### src/rtl/ram_march_bist_pkg.sv
// Shared types and March C- element tables for the RAM BIST initiator.
// Bit e of each ELEM_* mask describes element Me.
package ram_march_bist_pkg;

    typedef enum logic [1:0] {
        IDLE,
        WR,
        RD,
        FIN
    } state_t;

    localparam logic [2:0] M0 = 3'd0;
    localparam logic [2:0] M1 = 3'd1;
    localparam logic [2:0] M2 = 3'd2;
    localparam logic [2:0] M3 = 3'd3;
    localparam logic [2:0] M4 = 3'd4;
    localparam logic [2:0] M5 = 3'd5;

    // Elements M3..M5 walk the address space downwards.
    localparam logic [7:0] ELEM_DOWN   = 8'b0011_1000;
    localparam logic [7:0] ELEM_HAS_RD = 8'b0011_1110;
    localparam logic [7:0] ELEM_RD_BG  = 8'b0001_0100;
    localparam logic [7:0] ELEM_HAS_WR = 8'b0001_1111;
    localparam logic [7:0] ELEM_WR_BG  = 8'b0000_1010;

    function automatic logic [2:0] next_elem(input logic [2:0] e);
        return e + 3'd1;
    endfunction

endpackage

### src/rtl/ram_march_addr_gen.sv
// Up/down address counter for one March element: reloads at element start,
// steps once per completed address and flags the element's final address.
module ram_march_addr_gen #(
    parameter int ADDR_WIDTH = 16
) (
    input  logic                  clk,
    input  logic                  rst_n,
    input  logic                  load,
    input  logic                  load_down,
    input  logic                  step,
    input  logic                  dir_down,
    output logic [ADDR_WIDTH-1:0] addr,
    output logic                  last
);

    always_ff @(posedge clk or negedge rst_n) begin
        if (!rst_n) begin
            addr <= '0;
        end else if (load) begin
            addr <= load_down ? '1 : '0;
        end else if (step) begin
            addr <= dir_down ? addr - 1'b1 : addr + 1'b1;
        end
    end

    assign last = dir_down ? (addr == '0) : (addr == '1);

endmodule

### src/rtl/ram_march_bist.sv
// March C- BIST initiator for a single-port RAM with asynchronous read data.
// One RAM operation per cycle; stops on the first read mismatch.
module ram_march_bist #(
    parameter int ADDR_WIDTH = 16,
    parameter int DATA_WIDTH = 32
) (
    input  logic                  clk,
    input  logic                  rst_n,
    input  logic                  start,
    output logic                  busy,
    output logic                  done,
    output logic                  pass,
    output logic [2:0]            fail_elem,
    output logic [ADDR_WIDTH-1:0] fail_addr,
    output logic [DATA_WIDTH-1:0] fail_data,
    output logic                  mem_we,
    output logic [ADDR_WIDTH-1:0] mem_addr,
    output logic [DATA_WIDTH-1:0] mem_din,
    input  logic [DATA_WIDTH-1:0] mem_dout
);

    import ram_march_bist_pkg::*;

    state_t          state_reg;
    logic [2:0]      elem_reg;
    logic [2:0]      elem_next;
    logic [2:0]      wr_follow_elem;
    logic            ag_load;
    logic            ag_load_down;
    logic            ag_step;
    logic            ag_last;
    logic [DATA_WIDTH-1:0] rd_expect;
    logic            mismatch;

    assign elem_next      = next_elem(elem_reg);
    // A write always finishes an address, so the op after it belongs to the
    // next element when the address was the element's last.
    assign wr_follow_elem = ag_last ? elem_next : elem_reg;
    assign rd_expect      = {DATA_WIDTH{ELEM_RD_BG[elem_reg]}};
    assign mismatch       = (state_reg == RD) && (mem_dout != rd_expect);

    always_comb begin
        ag_load      = 1'b0;
        ag_load_down = 1'b0;
        ag_step      = 1'b0;
        case (state_reg)
            IDLE: ag_load = start;
            WR: begin
                if (ag_last) begin
                    ag_load      = 1'b1;
                    ag_load_down = ELEM_DOWN[elem_next];
                end else begin
                    ag_step = 1'b1;
                end
            end
            RD:      ag_step = !mismatch && !ELEM_HAS_WR[elem_reg] && !ag_last;
            default: ;
        endcase
    end

    ram_march_addr_gen #(
        .ADDR_WIDTH(ADDR_WIDTH)
    ) u_addr_gen (
        .clk      (clk),
        .rst_n    (rst_n),
        .load     (ag_load),
        .load_down(ag_load_down),
        .step     (ag_step),
        .dir_down (ELEM_DOWN[elem_reg]),
        .addr     (mem_addr),
        .last     (ag_last)
    );

    always_ff @(posedge clk or negedge rst_n) begin
        if (!rst_n) begin
            state_reg <= IDLE;
            elem_reg  <= M0;
            busy      <= 1'b0;
            done      <= 1'b0;
            pass      <= 1'b0;
            fail_elem <= '0;
            fail_addr <= '0;
            fail_data <= '0;
            mem_we    <= 1'b0;
            mem_din   <= '0;
        end else begin
            done <= 1'b0;
            case (state_reg)
                IDLE: begin
                    if (start) begin
                        state_reg <= WR;
                        elem_reg  <= M0;
                        busy      <= 1'b1;
                        mem_we    <= 1'b1;
                        mem_din   <= {DATA_WIDTH{ELEM_WR_BG[M0]}};
                        pass      <= 1'b0;
                        fail_elem <= '0;
                        fail_addr <= '0;
                        fail_data <= '0;
                    end
                end
                WR: begin
                    if (ag_last) begin
                        elem_reg <= elem_next;
                    end
                    if (ELEM_HAS_RD[wr_follow_elem]) begin
                        state_reg <= RD;
                        mem_we    <= 1'b0;
                    end else begin
                        state_reg <= WR;
                        mem_we    <= 1'b1;
                        mem_din   <= {DATA_WIDTH{ELEM_WR_BG[wr_follow_elem]}};
                    end
                end
                RD: begin
                    if (mismatch) begin
                        state_reg <= FIN;
                        busy      <= 1'b0;
                        done      <= 1'b1;
                        mem_we    <= 1'b0;
                        pass      <= 1'b0;
                        fail_elem <= elem_reg;
                        fail_addr <= mem_addr;
                        fail_data <= mem_dout;
                    end else if (ELEM_HAS_WR[elem_reg]) begin
                        state_reg <= WR;
                        mem_we    <= 1'b1;
                        mem_din   <= {DATA_WIDTH{ELEM_WR_BG[elem_reg]}};
                    end else if (ag_last) begin
                        // Only the final read-only element reaches here.
                        state_reg <= FIN;
                        busy      <= 1'b0;
                        done      <= 1'b1;
                        pass      <= 1'b1;
                    end
                end
                FIN:     state_reg <= IDLE;
                default: state_reg <= IDLE;
            endcase
        end
    end

endmodule
### config.mk
export PLATFORM = sky130hd
export DESIGN_NAME = ram_march_bist
export DESIGN_NICKNAME = d
export VERILOG_FILES = /design/src/rtl/ram_march_bist_pkg.sv /design/src/rtl/ram_march_addr_gen.sv /design/src/rtl/ram_march_bist.sv
export SDC_FILE = /design/constraint.sdc
export NUM_CORES = 1
export LEC_CHECK = 0
export ABC_AREA = 1
export BUFFER_PORTS_ARGS = -buffer_cell sky130_fd_sc_hd__buf_2
export CAP_MARGIN = 20
export CORE_ASPECT_RATIO = 1.5
export CORE_MARGIN = 5
export CORE_UTILIZATION = 45
export DETAILED_ROUTE_END_ITERATION = 16
export GPL_ROUTABILITY_DRIVEN = 1
export PLACE_DENSITY = 0.73
export REMOVE_ABC_BUFFERS = 1
export SLEW_MARGIN = 10
export SYNTH_ARGS = -nofsm -noshare
export SYNTH_HDL_FRONTEND = slang
export SYNTH_HIERARCHICAL = 1
export SYNTH_SLANG_ARGS = --single-unit
### constraint.sdc
create_clock -name clk -period 5.7 [get_ports clk]
set_input_delay 0.57 -clock clk [delete_from_list [all_inputs] [get_ports clk]]
set_output_delay 0.57 -clock clk [all_outputs]
set_load 0.02 [all_outputs]
# Word level (Yosys, flattened, before mapping)
# Memory sizes are Yosys's and may differ from the RTL's.
# Cells that the tools add are included.
[op_classes] n_lt_le_gt_ge=3 n_eq_ne=14 addsub=3 muxes=56 n_reduce_logical=18
[ops] cell="$mux W32" n=5
[ops] cell="$mux W16" n=6
[ops] cell="$pmux W32 S3" n=1
[ops] cell="$pmux W32 S2" n=1
[ops] cell="$ne A32 B32 Y1" n=1
[ops] cell="$pmux W16 S2" n=1
[ops] cell="$mux W1" n=26
[ops] cell="$add A16 B1 Y16 const B" n=1
[ops] cell="$eq A16 B16 Y1 const B" n=1
[ops] cell="$logic_not A16 Y1" n=1
[ops] cell="$sub A16 B1 Y16 const B" n=1
[ops] cell="$lt A3 B4 Y1 const B" n=3
[ops] cell="$pmux W3 S2" n=2
[ops] cell="$mux W2" n=5
[ops] cell="$mux W3" n=3
[ops] cell="$ne A2 B2 Y1 const B" n=4
[ops] cell="$pmux W1 S2" n=4
[ops] cell="$pmux W2 S4" n=1
[ops] cell="$ne A3 B3 Y1 const B" n=2
[ops] cell="$reduce_and A3 Y1" n=2
[ops] cell="$reduce_bool A2 Y1" n=3
[ops] cell="$reduce_and A5 Y1" n=1
[ops] cell="$eq A2 B2 Y1 const B" n=2
[ops] cell="$ne A4 B3 Y1 const B" n=1
[ops] cell="11 further kinds" n=16
[word_totals] romBits=56 memories=7 ff_bits=108
[memory_table] name="(no name shown)" words=8 word_bits=1 read_ports=1 rd_ports_with_merged_regs=0 wr=0 line_no="ram_march_bist.sv:128" rtl="mem_din <= {DATA_WIDTH{ELEM_WR_BG[elem_reg]}};"
[memory_table] name="(no name shown)" words=8 word_bits=1 read_ports=1 rd_ports_with_merged_regs=0 wr=0 line_no="ram_march_bist.sv:125" rtl="end else if (ELEM_HAS_WR[elem_reg]) begin"
[memory_table] name="(no name shown)" words=8 word_bits=1 read_ports=1 rd_ports_with_merged_regs=0 wr=0 line_no="ram_march_bist.sv:112" rtl="mem_din <= {DATA_WIDTH{ELEM_WR_BG[wr_follow_elem]}};"
[memory_table] name="(no name shown)" words=8 word_bits=1 read_ports=1 rd_ports_with_merged_regs=0 wr=0 line_no="ram_march_bist.sv:106" rtl="if (ELEM_HAS_RD[wr_follow_elem]) begin"
[memory_table] name="(no name shown)" words=8 word_bits=1 read_ports=1 rd_ports_with_merged_regs=0 wr=0 line_no="ram_march_bist.sv:69" rtl=".dir_down (ELEM_DOWN[elem_reg]),"
[memory_table] name="(no name shown)" words=8 word_bits=1 read_ports=1 rd_ports_with_merged_regs=0 wr=0 line_no="ram_march_bist.sv:51" rtl="ag_load_down = ELEM_DOWN[elem_next];"
[memory_table] name="1 more memories"

# Logic depth before layout (Yosys ltp)
[depth] ltp_word=10 mapped_depth=20 mapped_depth_nobuf=20

# Modules after synthesis
# Netlist, hierarchy kept.
[modules_own_cells] module="ram_march_bist" seq_area_each_um2=1526.5 cells_per_inst=417 area_per_inst_um2=3340.7 instances=1
[modules_own_cells] module="ram_march_addr_gen" seq_area_each_um2=400.4 cells_per_inst=226 area_per_inst_um2=1586.5 instances=1

# Worst setup path after synthesis
# OpenSTA, ideal clock, no wires.
[synth_path] path_type="register to register" from="register elem_reg[1]" to="register u_addr_gen.addr[1]" period_less_slack_ns=3.188 path_slack_ns=2.512 arrival_time_ns=3.062 n_path_buf=0 stages_incl_launch_ff=14 setup_ns=0.126 path_cell_list="dfrtp_1 > ha_1 > inv_1 > nand2_1 > o21a_1 > nor2_1 > nand4_1 > o41ai_1 > inv_1 > o21ai_0 > inv_1 > nand2_1 > inv_1 > a221o_1"
[synth_lines] item="start: declaration" line_no="ram_march_bist.sv:25" rtl="logic [2:0] elem_reg;"
[synth_lines] item="start signal: assignment" line_no="ram_march_bist.sv:104" rtl="elem_reg <= elem_next;"
[synth_lines] item="$mem_v2 Z8 W1 *"
[synth_lines] item="$mux W1 (not written as such) *" line_no="ram_march_bist.sv:69"
[synth_lines] item="$mux W1 *" line_no="ram_march_addr_gen.sv:26" rtl="assign last = dir_down ? (addr == '0) : (addr == '1);"
[synth_lines] item="via ag_last" line_no="ram_march_bist.sv:31" rtl="logic ag_last;"
[synth_lines] item="$mux W1 *" line_no="ram_march_bist.sv:49" rtl="if (ag_last) begin"
[synth_lines] item="$pmux W1 S2 *" line_no="ram_march_bist.sv:46" rtl="case (state_reg)"
[synth_lines] item="via ag_load" line_no="ram_march_bist.sv:28" rtl="logic ag_load;"
[synth_lines] item="$mux W16 or $reduce_bool A2 Y1 (tied branches)"
[synth_lines] item="end signal: assignment" line_no="ram_march_addr_gen.sv:20" rtl="addr <= load_down ? '1 : '0;"
[synth_lines] item="end signal: assignment" line_no="ram_march_addr_gen.sv:22" rtl="addr <= dir_down ? addr - 1'b1 : addr + 1'b1;"
[synth_lines] item="end: declaration" line_no="ram_march_addr_gen.sv:12" rtl="output logic [ADDR_WIDTH-1:0] addr,"
# The timed path passes the listed nets; every way through them passes the cells marked *. The select of a mux whose other input is x is not followed.
# A chain may end at the register's enable or synchronous reset.

# Worst setup path in the final report
[layout_path] from="register elem_reg[1]" to="register u_addr_gen.addr[15]"
[layout_lines] item="$mem_v2 Z8 W1 *"
[layout_lines] item="$mux W1 (not written as such) *" line_no="ram_march_bist.sv:69"
[layout_lines] item="$mux W1 *" line_no="ram_march_addr_gen.sv:26"
[layout_lines] item="via ag_last" line_no="ram_march_bist.sv:31"
[layout_lines] item="$logic_not A1 Y1" line_no="ram_march_bist.sv:56" rtl="RD: ag_step = !mismatch && !ELEM_HAS_WR[elem_reg] && !ag_last;"
[layout_lines] item="$logic_and A1 B1 Y1" line_no="ram_march_bist.sv:56"
[layout_lines] item="$pmux W1 S2 *" line_no="ram_march_bist.sv:46"
[layout_lines] item="via ag_step" line_no="ram_march_bist.sv:30" rtl="logic ag_step;"
[layout_lines] item="$reduce_bool A2 Y1 (no source line) *"
# Marked as above.

==> results by group <==
Synthesis
  – Yosys cell types: between 40 and 50
  – Synth Instances: roughly 640
  – Synthesized cell area: about 5000 um^2
  – Post-synth EDFFs: 0
  – Post-synthesis sequential element count: 77
  – Synthesis Warnings: 6
  – Seq/Total Area, Yosys: 0.3911
  – Post-Syn Area per Cell: 7.663 um^2
  – Post-synthesis async set-or-reset flop share: 1.000
  – Most common flop cell mapped by yosys: dfrtp_1

Layout
  – P&R area growth vs syn: 17.80%
  – Post-route cell area: ~5800 um^2
  – Top Registers: fail_data: 32 flops, fail_addr: 16 flops, u_addr_gen/addr: 16 flops
  – Most frequent cells in the layout: 212 x nand2_1, 136 x buf_2, 77 x dfrtp_1, 55 x nor2_1, 42 x inv_1
  – Share of layout cells above drive strength 1: 0.2687
  – Nets: about 800
  – Fill cells: slightly above 1000
  – Antenna fix cells: 0
  – Seq. cell area: roughly 1900 um^2
  – Area occupied by multi-input gates: approximately 2500 um^2
  – Max FFs per register: 32
  – Most common cell after layout, fill and taps aside: nand2_1
  – Top reg by flops: fail_data

Clock tree
  – H-tree depth: 3
  – CTS sink cnt: 77
  – Post-CTS setup repair buffer count: 0
  – CTS clk-pin slew, worst paths: about 0.06 ns
  – TritonCTS clock tree: yes
  – Max clock buf depth: 2
  – Num CTS Buffers: 9
  – Cts hold-fix bufs: 0
  – PostCTS Resize Cnt: 0
  – Worst skew pair latency: about 0.33 ns
  – Root Buffer: clkbuf_16

Critical path
  – Worst reg2reg startpoint: elem_reg[1]
  – Flop2flop setup slack: approximately 1.8 ns
  – CP Max Fanout: 17
  – Critical path buffers and inverters: 3
  – Arr. time, crit path: between 4 and 5 ns
  – Worst R2R End: u_addr_gen/addr[15]
  – FF-to-FF path depth: 14
  – Crit-path max cell delay: between 0.6 and 0.7 ns
  – Slowest-stage cell, CP: nor2_1
  – Cell family with most CP delay: simple AND/OR/NAND/NOR gates
  – Crit path kind: reg2reg
  – CP Launch Type: flip-flop
  – CP Data Required Time: 5.91 ns
  – Crit path cell chain: ha_1, inv_1, nand2_1, o21a_1, nor2_1, nand4_1, o41ai_1, inv_1, nand2_1, a21oi_1, nor2_1, inv_1, nor2_1, a21oi_2
  – Crit path capture type: flip-flop

Place
  – Post-detail-place hpwl: 9780 um
  – Port bufs: 137
  – GPL Wtd Cong: between 0.8 and 0.9
  – Placed instance area: roughly 5400 um^2

Power and ir drop
  – Gate power share: 0.255
  – Sw frac: 0.3366
  – P_int: 1.113 mW
  – Net switching power: approximately 0.56 mW
  – Power density cells: slightly below 300 nW/um^2
  – Flop pwr share: 0.374
  – Leakage power: around 3 nW
  – Maximum VDD drop: ~0.00014 V
  – Clk network pwr share: 0.370

Route
  – Number of DRC markers in iteration 0: 220
  – First drt pass iteration count: 7
  – Total vias in the final route: roughly 4600
  – Antenna Nets Post-Route: 0
  – Total Wirelength: ~13000 um
  – WL/cell: 14.60 um
  – Vias/cell: around 5.2
  – Post-route DRC: 0

Global route
  – Number of antenna violations at the first check in global routing: 0
  – Vias in the first global route: approximately 4500
  – Largest net degree at the start of global routing: roughly 100
  – First-pass GRT wire length: about 21000 um
  – Grt ovf: 0
  – Global-route usage over all layers: 0.1998

Timing
  – Final hold violation count: 0
  – Post-layout min period: 3.891 ns
  – Final Setup Violations: 0
  – Slew HR: 0.3007
  – Final period util: 0.6826
  – Setup repair after global routing missed its margin: false
  – Clk_skew: 0.004454 ns
  – Slew Viols, Final: 0
  – Achievable frequency: roughly 260 MHz
  – Actual transition at the worst max-transition pin: about 1.0 ns
  – Setup_tns: 0 ns

Floorplanning
  – Die area: around 13000 um^2
  – Die height: about 140 um
  – # rows: 46
  – Io pins: between 100 and 150
  – Die W: 95.44 um
  – Initial Util: 0.4627
  – Core Region: between 10000 and 15000 um^2

Run status
  – Status: finished, final reports clean

Run
  – Max_cap viols: 0

Hold path
  – Path type of the worst min-delay path: in2async
==> power by group through the flow <==
stage | sequential (mW) | clock, mW | combinational (mW)
3_3_place_gp | 0.638 | 0 | 0.397
2_1_floorplan | 0.649 | 0 | 0.253
6_report | 0.628 | 0.621 | 0.429
3_5_place_dp | 0.638 | 0 | 0.409
5_1_grt | 0.635 | 0.658 | 0.479
4_1_cts | 0.628 | 0.636 | 0.412
==> logic make-up (layout without fill, tap and decap cells) <==
family | count (synthesis) | after routing | share of synthesized area
adder cells (fa/ha/maj) | 23 | 23 | 0.05993
AO/OA/AOI/OAI | 110 | 110 | 0.1392
XOR/XNOR | 6 | 6 | 0.01067
flip-flops | 77 | 77 | 0.3911
multiplexers | 1 | 1 | 0.002032
buffers and inverters | 93 | 198 | 0.1092
AND/OR/NAND/NOR | 333 | 333 | 0.2880
==> area by class of cell <==
| type | instances | area share |
|---|---|---|
| multi-input combinational | 473 | 0.4247 |
| clock buffer | 13 | 0.04484 |
| tap | 144 | 0.03104 |
| sequential | 77 | 0.3320 |
| clock inverter | 3 | 0.01164 |
| inverter | 43 | 0.02781 |
| timing repair buffer | 139 | 0.1280 |
==> synthesized netlist by cell type, types with 3 or more instances <==
cell,instances,area share
nand2_1,212,0.16
dfrtp_1,77,0.39
nor2_1,55,0.042
inv_1,42,0.032
buf_4,31,0.047
o21ai_0,30,0.030
a21oi_1,27,0.027
nand3_1,25,0.025
ha_1,22,0.056
o21ai_2,21,0.037
o21ai_1,17,0.017
nand4_1,12,0.015
nand2_2,9,0.011
clkbuf_1,8,0.0061
buf_6,7,0.016
a21oi_2,5,0.0089
nand3_2,5,0.010
xnor2_1,4,0.0071
and2_1,3,0.0038
nor4_1,3,0.0038
==> worst max path at each step <==
stage                            from             endpoint  slack [ns]  depth (start not counted)
after CTS                 elem_reg[1]   u_addr_gen/addr[1]        1.85                         13
after floorplan           mem_din[30]           mem_din[0]        1.02                          0
after global routing      elem_reg[1]   u_addr_gen/addr[1]        1.39                         13
after global placement    elem_reg[1]   u_addr_gen/addr[1]        2.08                         13
after detailed placement  elem_reg[0]   u_addr_gen/addr[1]        1.87                         13
final                     elem_reg[1]  u_addr_gen/addr[15]        1.81                         14
==> per-layer routing <==
metal / vias to the layer above / part of all wire / track usage
li1: 2263 / - / -
met1: 2132 / 0.38 / 0.2345
met2: 179 / 0.51 / 0.3440
met3: 41 / 0.067 / 0.02986
met4: 0 / 0.034 / 0.1042
met5: - / 0 / 0
==> through the flow <==
stage	setup WS (ns)	hold WS, ns	power, mW	utilization	cells
after floorplan	1.017	0.2744	0.9020	-	593
after global placement	2.079	0.4605	1.035	0.5092	874
after detailed placement	1.872	0.4643	1.047	0.5092	874
after CTS	1.851	0.4401	1.676	0.5400	890
after global routing	1.389	0.1432	1.772	0.5451	892
final	1.809	0.1295	1.678	0.5451	892
(Power assumes the default switching activity.)
